===== src/rtl/mem_req_issue.sv =====
// Execute-stage load/store issuer: computes rs1+imm, emits one memory-op beat, then aligns/extends the load response into a register write.
// Optional MEM_MISALIGN_TRAP_EN: refuse misaligned H/W ops with an oMisalign pulse instead of force-aligning them.
module mem_req_issue #(
  parameter int unsigned cXLEN        = 32,
  parameter int unsigned cLoadLatency = 2,
  parameter int unsigned cTimeout     = 15
) (
  input  logic             iClk,
  input  logic             iRst,
  input  logic             iValid,
  output logic             oReady,
  input  logic             iIsLoad,
  input  logic [2:0]       iFunct3,
  input  logic [cXLEN-1:0] iRs1,
  input  logic [cXLEN-1:0] iRs2,
  input  logic [cXLEN-1:0] iImm,
  input  logic [4:0]       iRdAddr,
  input  logic             iFlush,
  output logic             oMemRead,
  output logic             oMemWrite,
  output logic [cXLEN-1:0] oMemAddr,
  output logic [cXLEN-1:0] oMemData,
  output logic [2:0]       oMemOpType,
  output logic [4:0]       oMemRdAddr,
  input  logic             iLoadDv,
  input  logic [4:0]       iLoadAddr,
  input  logic [cXLEN-1:0] iLoadData,
  output logic             oWbDv,
  output logic [4:0]       oWbAddr,
  output logic [cXLEN-1:0] oWbData,
  output logic             oLoadPend,
  output logic [4:0]       oLoadPendRd,
  output logic             oLoadLate,
  output logic             oTimeout,
  output logic             oMisalign
);

  localparam int unsigned CntW = 8;

  typedef enum logic [1:0] {IDLE, ISSUE, WAIT_LOAD} state_e;

  state_e            state_q, state_d;
  logic              ready_q, ready_d;
  logic              rd_stb_q, rd_stb_d;
  logic              wr_stb_q, wr_stb_d;
  logic              is_load_q, is_load_d;
  logic [cXLEN-1:0]  addr_q, addr_d;
  logic [cXLEN-1:0]  data_q, data_d;
  logic [2:0]        op_q, op_d;
  logic [4:0]        rd_q, rd_d;
  logic [CntW-1:0]   cnt_q, cnt_d;
  logic              pend_q, pend_d;
  logic [4:0]        pend_rd_q, pend_rd_d;
  logic              wb_dv_q, wb_dv_d;
  logic [4:0]        wb_addr_q, wb_addr_d;
  logic [cXLEN-1:0]  wb_data_q, wb_data_d;
  logic              late_q, late_d;
  logic              timeout_q, timeout_d;
  logic              misalign_d;

  logic [cXLEN-1:0]  ea, ea_issue, ld_ext;
  logic [7:0]        ld_byte;
  logic [15:0]       ld_half;

  // Effective address, with H/W low bits cleared to natural alignment
  always_comb begin
    ea       = iRs1 + iImm;
    ea_issue = ea;
    if (iFunct3 == 3'b001 || iFunct3 == 3'b101) ea_issue[0] = 1'b0;
    if (iFunct3 == 3'b010) ea_issue[1:0] = 2'b00;
  end

  // Byte-lane select and sign/zero extension of the returned word
  always_comb begin
    ld_byte = iLoadData[{addr_q[1:0], 3'b000} +: 8];
    ld_half = addr_q[1] ? iLoadData[31:16] : iLoadData[15:0];
    case (op_q)
      3'b000:  ld_ext = {{(cXLEN-8){ld_byte[7]}}, ld_byte};
      3'b100:  ld_ext = cXLEN'(ld_byte);
      3'b001:  ld_ext = {{(cXLEN-16){ld_half[15]}}, ld_half};
      3'b101:  ld_ext = cXLEN'(ld_half);
      3'b010:  ld_ext = iLoadData;
      default: ld_ext = '0;
    endcase
  end

  always_comb begin
    state_d    = state_q;
    ready_d    = ready_q;
    rd_stb_d   = 1'b0;
    wr_stb_d   = 1'b0;
    is_load_d  = is_load_q;
    addr_d     = addr_q;
    data_d     = data_q;
    op_d       = op_q;
    rd_d       = rd_q;
    cnt_d      = cnt_q;
    pend_d     = pend_q;
    pend_rd_d  = pend_rd_q;
    wb_dv_d    = 1'b0;
    wb_addr_d  = wb_addr_q;
    wb_data_d  = wb_data_q;
    late_d     = 1'b0;
    timeout_d  = 1'b0;
    misalign_d = 1'b0;
    case (state_q)
      IDLE: begin
        ready_d = 1'b1;
        if (ready_q && iValid && !iFlush) begin
          if (ea_issue != ea) begin
`ifdef MEM_MISALIGN_TRAP_EN
            misalign_d = 1'b1;
            ready_d    = 1'b0;
`else
            misalign_d = 1'b0;
`endif
          end
          if (!misalign_d) begin
            state_d   = ISSUE;
            ready_d   = 1'b0;
            rd_stb_d  = iIsLoad;
            wr_stb_d  = !iIsLoad;
            is_load_d = iIsLoad;
            addr_d    = ea_issue;
            data_d    = iRs2;
            op_d      = iFunct3;
            rd_d      = iRdAddr;
          end
        end
      end
      ISSUE: begin
        if (iFlush || !is_load_q) begin
          state_d = IDLE;
          ready_d = 1'b1;
        end else begin
          state_d   = WAIT_LOAD;
          cnt_d     = '0;
          pend_d    = 1'b1;
          pend_rd_d = rd_q;
        end
      end
      WAIT_LOAD: begin
        cnt_d = cnt_q + CntW'(1);
        // Priority: flush, then matching response, then timeout
        if (iFlush) begin
          state_d = IDLE;
        end else if (iLoadDv && iLoadAddr == rd_q) begin
          state_d   = IDLE;
          wb_dv_d   = (rd_q != 5'd0);
          wb_addr_d = rd_q;
          wb_data_d = ld_ext;
          late_d    = (cnt_q > CntW'(cLoadLatency));
        end else if (cnt_q == CntW'(cTimeout - 1)) begin
          state_d   = IDLE;
          timeout_d = 1'b1;
        end
        if (state_d == IDLE) begin
          ready_d   = 1'b1;
          pend_d    = 1'b0;
          pend_rd_d = 5'd0;
        end
      end
      default: begin
        state_d = IDLE;
        ready_d = 1'b1;
      end
    endcase
  end

  always_ff @(posedge iClk or negedge iRst) begin
    if (!iRst) begin
      state_q   <= IDLE;
      ready_q   <= 1'b1;
      rd_stb_q  <= 1'b0;
      wr_stb_q  <= 1'b0;
      is_load_q <= 1'b0;
      addr_q    <= '0;
      data_q    <= '0;
      op_q      <= 3'b000;
      rd_q      <= 5'd0;
      cnt_q     <= '0;
      pend_q    <= 1'b0;
      pend_rd_q <= 5'd0;
      wb_dv_q   <= 1'b0;
      wb_addr_q <= 5'd0;
      wb_data_q <= '0;
      late_q    <= 1'b0;
      timeout_q <= 1'b0;
    end else begin
      state_q   <= state_d;
      ready_q   <= ready_d;
      rd_stb_q  <= rd_stb_d;
      wr_stb_q  <= wr_stb_d;
      is_load_q <= is_load_d;
      addr_q    <= addr_d;
      data_q    <= data_d;
      op_q      <= op_d;
      rd_q      <= rd_d;
      cnt_q     <= cnt_d;
      pend_q    <= pend_d;
      pend_rd_q <= pend_rd_d;
      wb_dv_q   <= wb_dv_d;
      wb_addr_q <= wb_addr_d;
      wb_data_q <= wb_data_d;
      late_q    <= late_d;
      timeout_q <= timeout_d;
    end
  end

`ifdef MEM_MISALIGN_TRAP_EN
  logic misalign_q;
  always_ff @(posedge iClk or negedge iRst) begin
    if (!iRst) misalign_q <= 1'b0;
    else       misalign_q <= misalign_d;
  end
  assign oMisalign = misalign_q;
`else
  assign oMisalign = 1'b0;
`endif

  // A flush during the ISSUE cycle must kill the already-registered strobe
  assign oMemRead    = rd_stb_q & ~iFlush;
  assign oMemWrite   = wr_stb_q & ~iFlush;
  assign oReady      = ready_q;
  assign oMemAddr    = addr_q;
  assign oMemData    = data_q;
  assign oMemOpType  = op_q;
  assign oMemRdAddr  = rd_q;
  assign oWbDv       = wb_dv_q;
  assign oWbAddr     = wb_addr_q;
  assign oWbData     = wb_data_q;
  assign oLoadPend   = pend_q;
  assign oLoadPendRd = pend_rd_q;
  assign oLoadLate   = late_q;
  assign oTimeout    = timeout_q;

endmodule


===== config.mk =====
export PLATFORM = sky130hd
export DESIGN_NAME = mem_req_issue
export DESIGN_NICKNAME = d
export VERILOG_FILES = /design/src/rtl/mem_req_issue.sv
export SDC_FILE = /design/constraint.sdc
export NUM_CORES = 1
export LEC_CHECK = 0
export ABC_AREA = 1
export BUFFER_PORTS_ARGS = -buffer_cell sky130_fd_sc_hd__buf_4
export CORE_MARGIN = 4
export CORE_UTILIZATION = 56
export CTS_CLUSTER_DIAMETER = 50
export CTS_CLUSTER_SIZE = 20
export DETAILED_ROUTE_END_ITERATION = 10
export GPL_TIMING_DRIVEN = 0
export PLACE_DENSITY_LB_ADDON = 0.2
export SLEW_MARGIN = 20
export SYNTH_ARGS = -nofsm -noshare
export SYNTH_HDL_FRONTEND = slang
export SYNTH_SLANG_ARGS = --single-unit

===== constraint.sdc =====
create_clock -name iClk -period 2.3 [get_ports iClk]
set_input_delay 0.46 -clock iClk [delete_from_list [all_inputs] [get_ports iClk]]
set_output_delay 0.46 -clock iClk [all_outputs]
set_load 0.05 [all_outputs]

# Word level (Yosys, flattened, before mapping)
# Index checks and enable logic that the tools add are counted.
# classes
add_sub_neg,2
n_lt_le_gt_ge,1
eq_ne,16
shifts,1
muxes,43
bitwise_logic,4
n_reduce_logical,19
# ops
op,count
$pmux W32 S5,1
$add A32 B32 Y32,1
$shiftx A32 B6 Y8,1
$mux W1,25
$mux W16,1
$mux W2,8
$pmux W8 S2,1
$mux W5,2
$ne A2 B2 Y1 const B,5
$pmux W5 S2,1
$eq A3 B3 Y1 const B,3
$reduce_and A3 Y1,3
$add A8 B1 Y8 const B,1
$eq A8 B4 Y1 const B,1
$gt A8 B2 Y1 const B,1
$mux W8,1
$eq A3 B1 Y1 const B,2
$eq A3 B2 Y1 const B,2
$pmux W2 S3,1
$reduce_and A2 Y1,3
$eq A5 B5 Y1,1
$reduce_bool A5 Y1,1
$logic_not A2 Y1,2
$logic_and A1 B1 Y1,3
10 further kinds,15
# word_totals
regBits,132
wordCells,103

# Longest topological paths before layout
# depth
ltp_word,8
ltp_mapped,13
depth_no_buf,12

# Worst setup path after synthesis
# No wires, ideal clock.
# synth_timing
path_kind,input-to-reg
from,input iRs1[0]
to,register addr_q[28] (netlist: oMemAddr[28])
setup_time_ns,0.118
t_arrival_ns,1.825
required_ns,2.182
setup_slack_ns,0.357
stages,10
n_path_buf,0
cell_sequence,ha_1 > fa_1 > nand3_1 > nand3_1 > nand3_1 > nand3_1 > nand2_1 > nand3_1 > nand3_1 > nand2_1
# synth_via
elab_chain_cells,1
# synth_lines
element,line_no,text
from (decl),14,"input logic [cXLEN-1:0] iRs1,"
$add A32 B32 Y32,67,ea = iRs1 + iImm;
to (signal assigned),195,addr_q <= addr_d;
to (decl),47,"logic [cXLEN-1:0] addr_q, addr_d;"
# Every way passes these cells.
# A chain may end at the register's enable or synchronous reset.

# Worst setup path after layout
# layout_timing
from,register ready_q (netlist: oReady)
to,register addr_q[20] (netlist: oMemAddr[20])
# layout_via
elab_chain_cells,3
# layout_lines
element,line_no,text
from (decl),43,"logic ready_q, ready_d;"
from (signal assigned),191,ready_q <= ready_d;
$logic_and A1 B1 Y1 (2 in series),109,if (ready_q && iValid && !iFlush) begin
$reduce_and A3 Y1 (no source line),--,
# Every way passes these cells.

==> summary.md <==
| Metric | Value |
|---|---|
| Kind of critical path | `register to register` |
| DR pass1 iterations | `6` |
| Port Buffers | `267` |
| Post-synth EDFFs | `0` |
| # DRC | `0` |
| Seq/Total Area, Yosys | `40.9%` |
| # IOs | `269` |
| WP data arrival | `about 2.3 ns` |
| Avg Vias per Cell | `5.24` |
| Syn avg cell area | `6.85 um2` |
| First-pass GRT wire length | `40.2 mm` |
| Synth Flop Type | `dfrtp_1` |
| GRT overflow | `0` |
| Peak supply drop | `0.000632 V` |
| Slew margin rel. | `59.3%` |
| Worst EP required | `2.65 ns` |
| Total of max-cap violations | `0` |
| Final Hold Viols | `0` |
| CTS tree | `built` |
| Wire length per cell | `15.2 um` |
| Leak | `0.00635 uW` |
| Synth top cells by count | `549 x nand2_1, 149 x inv_1, 131 x dfrtp_1` |
| Vias | `8705` |
| Post-DP HPWL | `19.8 mm` |
| Yosys reg bits | `132` |
| Area occupied by registers | `roughly 0.0033 mm2` |
| RSZ-0062 raised after global routing | `no` |
| Crit path buf inv count | `2` |
| Ys Warns | `0` |
| Top Family by Delay on Critical Path | `buffers and inverters` |
| Root buffer cell | `clkbuf_16` |
| Syn Inst Count | `1181` |
| Fillers | `roughly 1100` |
| Setup Fix Bufs, Post-CTS | `0` |
| Top cell type's share of synthesized area | `40.5%` |
| Asr flop ratio synth | `100%` |
| Largest net degree at the start of global routing | `88` |
| All-Layer GR Usage | `30.8%` |
| Clock Path Buffers | `2` |
| Post-Syn Area | `0.00809 mm2` |
| Area contributors post-synth | `dfrtp_1 41%, nand2_1 25%, inv_1 6.9%` |
| Die area | `between 0.015 and 0.02 mm2` |
| Routed wire length | `25.3 mm` |
| Hold-fix buffers, CTS | `1` |
| GPL Wtd Cong | `0.926` |
| Vias in the first global route | `between 8000 and 9000` |
| Most used cell, CP | `nand2_1` |
| Post-DRT Antenna Nets | `0` |
| Core ar. | `around 0.014 mm2` |
| Ant. Diodes | `0` |
| Post-route cell area | `0.0109 mm2` |
| Starting Density | `between 50% and 60%` |
| Element type at the critical path start | `register` |
| Placed Area | `0.0103 mm2` |
| Delay of the slowest critical-path stage | `0.54 ns` |
| Worst-margin pin slew | `around 0.6 ns` |
| Post-CTS Resized | `0` |
| Final-report setup violation count | `0` |
| CP Capture Type | `register` |
| Drt initial violations | `646` |
| Distinct cells, synth | `45` |
| Number of antenna violations at the first check in global routing | `0` |
| Clk_skew | `0.0123 ns` |
| Worst-Skew Late Latency | `approximately 0.42 ns` |
| Clk sinks | `~130` |
| Mapped Nets | `around 1400` |
| Yosys top cell by area | `dfrtp_1` |
| DIE HEIGHT | `128 um` |
| P&R area growth vs syn | `35.3%` |
| PwrDens | `943 mW/mm2` |
| Fmax achieved | `roughly 500 MHz` |
| Hold crit path type | `primary input to register` |
| Final period utilization | `86.4%` |
| Critical Path Slowest Stage Cell | `dfstp_2` |
| Design Power | `10300 uW` |
| Die Wd | `128 um` |
| Count leader, synth | `nand2_1` |
| Outcome | `finished clean` |
| Critical path peak fanout | `10` |
| Area of the multi-input gates | `0.00404 mm2` |
| Max Slew Vio Count | `0` |
| Critical Path, Cell by Cell | `nand2_1 -> nor2_1 -> nand2_1 -> inv_2 -> clkbuf_1 -> nand3_1 -> nand2_1` |
| CTS H-Tree Depth | `4` |
| Share of cells above drive strength 1 | `~22%` |
| Tmin final | `1.99 ns` |
| Row Count | `43` |
| CTS Buf Count | `17` |
| Clk slew on worst S/H paths | `0.06 ns` |
| Nets | `1650` |
## cell type report
cell class / instances / area share [%]
multi-input combinational: 864 / 37.0
buffer: 30 / 1.40
sequential: 132 / 30.2
inverter: 155 / 5.34
clock inverter: 7 / 0.652
timing repair buffer: 269 / 18.7
tap: 180 / 2.06
clock buffer: 25 / 4.62
## per-layer routing
| layer | up-vias | wire length, um | global-route usage, % |
|---|---|---|---|
| met1 | 3962 | 9910 | 38.3 |
| met2 | 420 | 12300 | 51.3 |
| met4 | 0 | 1080 | 14.9 |
| li1 | 4242 | - | - |
| met3 | 81 | 1970 | 6.04 |
| met5 | - | 0 | 0 |
## flip-flops by register name (all words and copies together), names as in the netlist
register and cells:
oMemAddr 32, oMemData 32, oWbData 32, cnt_q 8
oLoadPendRd 5, oMemRdAddr 5, oWbAddr 5, oMemOpType 3
state_q 2, is_load_q 1, oLoadLate 1, oLoadPend 1
oReady 1, oTimeout 1, oWbDv 1, rd_stb_q 1
wr_stb_q 1
## where the power goes
part	internal (uW)	switching (uW)	leakage, uW
combinational	1390	3130	0.00436
sequential	2810	343	0.00171
clock	1630	1020	0.000275
total	5830	4490	0.00635
## cells in the final DEF (no fill, tap or decap), types with 3 or more instances in the layout
cell type     n
nand2_1     549
buf_4       268
inv_1       149
dfrtp_1     131
nor2_1       66
o21ai_0      52
nand3_1      50
ha_1         33
a21oi_1      28
clkbuf_16    17
clkbuf_1     15
buf_2        14
xnor2_1      14
nand4_1       8
o21ai_1       8
o211ai_1      7
nand3b_1      5
clkbuf_8      5
o22ai_1       4
inv_2         4
o21ai_2       4
o211a_1       3
nor3_1        3
o21bai_1      3
and2_1        3
clkinvlp_4    3
## per-stage QoR
stage	util [%]	instances	setup slack, ns	hold slack, ns	setup TNS [ns]
after floorplan	-	1181	0.357	0.164	0
after global placement	73.7	1628	0.00557	0.458	0
after detailed placement	74.0	1629	-0.0183	0.382	-0.0322
after CTS	78.2	1662	0.327	0.199	0
after global routing	78.2	1662	0.155	0.210	0
final	78.2	1662	0.314	0.212	0
## logic make-up (layout without fill, tap and decap cells)
group	Yosys count	count (layout)	synth area share [%]
AND/OR/NAND/NOR	695	695	34.5
buffers and inverters	185	486	9.11
flip-flops	132	132	40.9
AO/OA/AOI/OAI	117	117	8.29
adder cells (fa/ha/maj)	34	34	5.35
XOR/XNOR	16	16	1.73
other	1	1	0.0464
multiplexers	1	1	0.124
## worst reg2reg max path, cell delays in order (launching register included)
cell and delay [ns]:
dfstp_2 0.54, nand2_1 0.05, nor2_1 0.09, nand2_1 0.19, inv_2 0.26, clkbuf_1 0.50
nand3_1 0.19, nand2_1 0.09
## path summary, 6_finish.rpt
kind	start	endpoint	slack [ns]	cells after the start
worst max-delay path	oReady$_DFFE_PN1P_	oMemAddr[20]$_DFFE_PN0P_	0.31	7
worst min-delay path	iIsLoad	wr_stb_q$_DFF_PN0_	0.21	2
worst max register to register	oReady$_DFFE_PN1P_	oMemAddr[20]$_DFFE_PN0P_	0.31	7
worst min register to register	oMemAddr[18]$_DFFE_PN0P_	oMemAddr[18]$_DFFE_PN0P_	0.48	2
max in group asynchronous	iRst	oReady$_DFFE_PN1P_	0.99	3
min in group asynchronous	iRst	oWbData[24]$_DFFE_PN0P_	0.54	2
(Power assumes the default switching activity.)
